## config.mk

```make
export PLATFORM = sky130hd
export DESIGN_NAME = call_stack_flat
export DESIGN_NICKNAME = d
export VERILOG_FILES = /design/src/rtl/call_stack_if.sv /design/src/rtl/call_stack.sv /design/src/flat_wrapper.sv
export SDC_FILE = /design/constraint.sdc
export NUM_CORES = 1
export LEC_CHECK = 0
export BUFFER_PORTS_ARGS = -buffer_cell sky130_fd_sc_hd__buf_2
export CAP_MARGIN = 0
export CORE_MARGIN = 8
export CORE_UTILIZATION = 55
export CTS_BUF_LIST = sky130_fd_sc_hd__clkbuf_4 sky130_fd_sc_hd__clkbuf_8
export CTS_CLUSTER_DIAMETER = 120
export DETAILED_ROUTE_END_ITERATION = 8
export PLACE_DENSITY = 0.78
export SLEW_MARGIN = 20
export SYNTH_ARGS = -nofsm -noshare
export SYNTH_HDL_FRONTEND = slang
export SYNTH_SLANG_ARGS = --single-unit
```

## constraint.sdc

```tcl
create_clock -name clk -period 2.5 [get_ports clk]
set_input_delay 0.125 -clock clk [delete_from_list [all_inputs] [get_ports clk]]
set_output_delay 0.125 -clock clk [all_outputs]
set_load 0.1 [all_outputs]
```

## src/rtl/call_stack_if.sv

```systemverilog
// Control-unit <-> return-address-stack signal bundle.
// The control unit (master) drives CALL/RET requests; the stack (slave) reports top entry and status.
interface call_stack_if #(
  parameter int ADDR_W     = 8,
  parameter int DEPTH_LOG2 = 3
);
  logic              push;
  logic              pop;
  logic [ADDR_W-1:0] push_addr;
  logic              clear_err;
  logic [ADDR_W-1:0] top_addr;
  logic [DEPTH_LOG2:0] sp;
  logic              empty;
  logic              full;
  logic              overflow;
  logic              underflow;

  modport master (
    output push, pop, push_addr, clear_err,
    input  top_addr, sp, empty, full, overflow, underflow
  );

  modport slave (
    input  push, pop, push_addr, clear_err,
    output top_addr, sp, empty, full, overflow, underflow
  );
endinterface

```

## src/rtl/call_stack.sv

```systemverilog
// Hardware return-address stack: DEPTH program-counter entries, with a stack pointer and
// sticky overflow/underflow flags for the debug path.
module call_stack #(
  parameter int ADDR_W     = 8,
  parameter int DEPTH_LOG2 = 3
) (
  input  logic         clk,
  input  logic         rst_n,
  call_stack_if.slave  bus
);
  localparam int DEPTH = 1 << DEPTH_LOG2;
  localparam logic [DEPTH_LOG2:0] SP_FULL = (DEPTH_LOG2+1)'(DEPTH);

  logic [ADDR_W-1:0]     mem [DEPTH];
  logic [DEPTH_LOG2:0]   sp_q;
  logic [DEPTH_LOG2:0]   sp_next;
  logic [DEPTH_LOG2:0]   sp_m1;
  logic [DEPTH_LOG2-1:0] wr_idx;
  logic                  do_write;
  logic                  ovf_q;
  logic                  unf_q;
  logic                  ovf_set;
  logic                  unf_set;
  logic                  is_empty;
  logic                  is_full;

  assign is_empty = (sp_q == '0);
  assign is_full  = (sp_q == SP_FULL);
  assign sp_m1    = sp_q - 1'b1;

  // Decide this cycle's write, pointer move and error events from the push/pop request.
  // A simultaneous push+pop on a non-empty stack overwrites the top in place (tail call).
  always_comb begin
    do_write = 1'b0;
    wr_idx   = '0;
    sp_next  = sp_q;
    ovf_set  = 1'b0;
    unf_set  = 1'b0;
    unique case ({bus.push, bus.pop})
      2'b10: begin
        if (is_full) begin
          ovf_set = 1'b1;
        end else begin
          do_write = 1'b1;
          wr_idx   = sp_q[DEPTH_LOG2-1:0];
          sp_next  = sp_q + 1'b1;
        end
      end
      2'b01: begin
        if (is_empty) begin
          unf_set = 1'b1;
        end else begin
          sp_next = sp_m1;
        end
      end
      2'b11: begin
        do_write = 1'b1;
        if (is_empty) begin
          wr_idx  = '0;
          sp_next = (DEPTH_LOG2+1)'(1);
        end else begin
          wr_idx  = sp_m1[DEPTH_LOG2-1:0];
        end
      end
      default: ;
    endcase
  end

  // Storage is deliberately left unreset; holding it during reset also aborts any in-flight write.
  always_ff @(posedge clk or negedge rst_n) begin
    if (!rst_n) begin
      sp_q  <= '0;
      ovf_q <= 1'b0;
      unf_q <= 1'b0;
    end else begin
      sp_q  <= sp_next;
      ovf_q <= ovf_set | (ovf_q & ~bus.clear_err);
      unf_q <= unf_set | (unf_q & ~bus.clear_err);
      if (do_write) begin
        mem[wr_idx] <= bus.push_addr;
      end
    end
  end

  assign bus.top_addr  = is_empty ? '0 : mem[sp_m1[DEPTH_LOG2-1:0]];
  assign bus.sp        = sp_q;
  assign bus.empty     = is_empty;
  assign bus.full      = is_full;
  assign bus.overflow  = ovf_q;
  assign bus.underflow = unf_q;
endmodule

```

## src/flat_wrapper.sv

```systemverilog
// flat-port wrapper written by rule: the top's interface ports become plain ports
module call_stack_flat 
#(
  parameter int ADDR_W     = 8,
  parameter int DEPTH_LOG2 = 3
)
  (clk, rst_n, bus_push, bus_pop, bus_push_addr, bus_clear_err, bus_top_addr, bus_sp, bus_empty, bus_full, bus_overflow, bus_underflow);
  call_stack_if #(.ADDR_W(ADDR_W), .DEPTH_LOG2(DEPTH_LOG2)) bus_i ();
  input  logic clk;
  input  logic rst_n;
  input wire logic [$bits(bus_i.push)-1:0] bus_push;
  input wire logic [$bits(bus_i.pop)-1:0] bus_pop;
  input wire logic [$bits(bus_i.push_addr)-1:0] bus_push_addr;
  input wire logic [$bits(bus_i.clear_err)-1:0] bus_clear_err;
  output wire logic [$bits(bus_i.top_addr)-1:0] bus_top_addr;
  output wire logic [$bits(bus_i.sp)-1:0] bus_sp;
  output wire logic [$bits(bus_i.empty)-1:0] bus_empty;
  output wire logic [$bits(bus_i.full)-1:0] bus_full;
  output wire logic [$bits(bus_i.overflow)-1:0] bus_overflow;
  output wire logic [$bits(bus_i.underflow)-1:0] bus_underflow;
  assign bus_i.push = bus_push;
  assign bus_i.pop = bus_pop;
  assign bus_i.push_addr = bus_push_addr;
  assign bus_i.clear_err = bus_clear_err;
  assign bus_top_addr = bus_i.top_addr;
  assign bus_sp = bus_i.sp;
  assign bus_empty = bus_i.empty;
  assign bus_full = bus_i.full;
  assign bus_overflow = bus_i.overflow;
  assign bus_underflow = bus_i.underflow;
  call_stack #(.ADDR_W(ADDR_W), .DEPTH_LOG2(DEPTH_LOG2)) u_core (.clk(clk), .rst_n(rst_n), .bus(bus_i));
endmodule
```

==> results.json <==
{
  "crit_start": "u_core.bus.sp[0]",
  "start_util_pct": 56.4,
  "dpl_cell_area_um2": 3620,
  "setup-tns-final_ps": 0,
  "clk_path_buf_depth": 2,
  "slew_headroom_pct": 67.3,
  "crit_arrival_ps": 2400,
  "synth_cell_type_count": 43,
  "vias": 1824,
  "io_buffers": 28,
  "rr_endpoint": "u_core.mem[2][7]",
  "nets": 250,
  "fin_area_um2": 3880,
  "clock-sinks": 70,
  "ys_ff_latch": 70,
  "slowest_stage": "or4b_4",
  "crit_path_end_kind": "flop",
  "hold_depth": 2,
  "ioPinCount": 29,
  "routedWlPerCell_um": 19.9,
  "hold_viol": 0,
  "period_share_pct": 96.3,
  "hpwl_um": 4100,
  "cp_cell_sequence": "inv_4 > ha_4 > nor2_1 > o32a_1 > or4b_4 > a21oi_4",
  "clkLatencyLatePin_ps": 330,
  "synth_area_um2": 3090,
  "crit_type": "flop to flop",
  "post_synth.cell_area_avg_um2": 15.9,
  "fin_crit_ps": 2410,
  "antenna_found_initial": 0,
  "final-seq-area_um2": 2080,
  "ys_seq_area_share_pct": 67.1,
  "critPathCapture": "u_core.mem[2][7]",
  "syn_nets": 210,
  "dr.pass1.iters": 4,
  "final_common_cell": "edfxtp_1",
  "drive_gt1_share_pct": 40.2,
  "antenna_left": 0,
  "clock_skew_ps": 10.9,
  "syn_inst": 194,
  "grt_start_max_net_pins": 19,
  "drcViolationCount": 0,
  "dieArea_um2": 8270,
  "die_w_um": 90.9,
  "grt_overflow": 0,
  "utilization_pct": 71.0,
  "r2r-start": "u_core.bus.sp[0]",
  "drt_iter0_drc": 141,
  "multi_input_area_um2": 1070,
  "whs_ps": 8.81,
  "insertedDiodeCount": 0,
  "core_area_um2": 5470,
  "layout_common_cells": "edfxtp_1, nand2_1, buf_2",
  "ff2ff_setup_slack_ps": 90,
  "worstSetupStartpointType": "flop",
  "cts_root_buf": "clkbuf_8",
  "timing.fmax_ghz": 0.415,
  "yosys_warnings": 0,
  "cp.required_ps": 2490,
  "final_max_slew_viol_count": 0,
  "r2r_cells": 6,
  "cts_tree": "yes",
  "globalplace.congestion": 0.844,
  "worstPathMaxFanout": 8,
  "die_h_um": 90.9,
  "grtUsageTotal_pct": 16.2,
  "grt_pass1_wl_um": 10400,
  "area_growth_syn_to_layout_pct": 25.8,
  "cpPeakStageDelay_ps": 590,
  "rsz0062_at_grt": "false",
  "min_path_type": "input pin to flop",
  "status": "finished, final reports clean",
  "drv_cap": 0,
  "fillCellCount": 368,
  "setup_viol": 0,
  "vias_per_cell": 5.86,
  "grt_pass1_vias": 1976,
  "max_slew.worst_pin.slew_ps": 487,
  "cts_max_level": 3,
  "clkTransAtPathRegs_ps": 70,
  "cts_buffers": 9,
  "rows": 27,
  "routed_wl_um": 6180,
  "postCtsSetupRepairBufs": 0
}
[synth_stat cells]
cell / instances / area, µm²
edfxtp_1: 64 / 1920
nand2_1: 24 / 90.1
mux4_2: 16 / 360
a21oi_1: 10 / 50.1
inv_1: 7 / 26.3
nor2_1: 7 / 26.3
dfrtp_1: 6 / 150
buf_2: 5 / 25.0
clkbuf_1: 4 / 15.0
nand2b_1: 4 / 25.0
ha_1: 3 / 37.5
mux2i_1: 3 / 30.0
nor2b_1: 3 / 18.8
o21ai_0: 3 / 15.0
a21oi_2: 2 / 17.5
a32o_1: 2 / 20.0
buf_6: 2 / 22.5
o211ai_1: 2 / 15.0
o32ai_1: 2 / 17.5
xor2_1: 2 / 17.5
a211oi_1: 1 / 7.51
a21boi_1: 1 / 7.51
a21o_1: 1 / 7.51
a221oi_1: 1 / 8.76
a22o_1: 1 / 8.76
a32oi_1: 1 / 8.76
and2_1: 1 / 6.26
and2b_1: 1 / 7.51
and3b_1: 1 / 8.76
and4_1: 1 / 8.76
and4b_1: 1 / 10.0
buf_4: 1 / 7.51
mux2_1: 1 / 11.3
nand3b_1: 1 / 7.51
nor2_2: 1 / 6.26
nor3_1: 1 / 5.00
nor3b_1: 1 / 7.51
nor4_1: 1 / 6.26
o21ai_1: 1 / 5.00
o22ai_1: 1 / 6.26
o32a_1: 1 / 10.0
or4b_4: 1 / 13.8
xnor2_1: 1 / 8.76
[cell families (layout without fill, tap and decap cells)]
| logic type | count (synthesis) | in the layout | synth area share [%] |
|---|---|---|---|
| AO/OA/AOI/OAI | 30 | 30 | 6.65 |
| multiplexers | 20 | 20 | 13.0 |
| buffers and inverters | 19 | 64 | 3.12 |
| AND/OR/NAND/NOR | 49 | 49 | 8.03 |
| flip-flops | 70 | 70 | 67.1 |
| XOR/XNOR | 3 | 3 | 0.851 |
| adder cells (fa/ha/maj) | 3 | 3 | 1.22 |
[per-stage QoR]
stage / worst slack, ps / cells
after floorplan: -274 / 194
after CTS: 95.0 / 311
after global routing: 17.0 / 311
after global placement: 159 / 294
final: 92.8 / 311
after detailed placement: 112 / 294
[state kept, by name, indices dropped and copies added (netlist names)]
register,flops
u_core.mem,64
u_core.bus.sp,4
u_core.bus.overflow,1
u_core.bus.underflow,1
[repair_timing]
item,in CTS,in global routing
gates resized for setup,1,1
cloned,0,0
hold buffers,1,0
setup endpoints to repair,7,1
endpoints found under the hold margin,6,0
[critical path, delay by kind of cell (launching register included)]
| family | cells | cell delay (ps) |
|---|---|---|
| AOI/OAI and AO/OA | 2 | 690 |
| and+or+nand+nor | 2 | 650 |
| DFF | 1 | 510 |
| adders and majority gates | 1 | 140 |
| buffers and inverters | 1 | 80 |
[per-layer routing]
metal  vias up  GRT usage (%)  part of all wire, %  wire length [µm]
met5         -              0                    0                 0
met4         0           5.87                  1.6                97
met3         8           4.41                  5.2               324
met2        58           27.6                   52              3200
met1       927           19.4                   41              2560
li1        831              -                    -                 -
[cell type report]
class | instances | area share, %
inverter | 7 | 0.741
multi-input combinational | 105 | 27.5
sequential | 70 | 53.5
clock buffer | 10 | 3.38
clock inverter | 6 | 2.80
timing repair buffer | 41 | 9.66
tap | 72 | 2.32
[worst min path at each step]
stage                                      end  slack [ps]           from
after floorplan            u_core.bus.overflow        -170          rst_n
final                     u_core.bus.underflow           9  bus_clear_err
after CTS                 u_core.bus.underflow          10  bus_clear_err
after global placement     u_core.bus.overflow         -30          rst_n
after global routing      u_core.bus.underflow          30  bus_clear_err
after detailed placement   u_core.bus.overflow         -20          rst_n
Power is left out: the tool's default activity adds up to more than one toggle a clock period on the data nets, which glitch-free logic cannot reach.
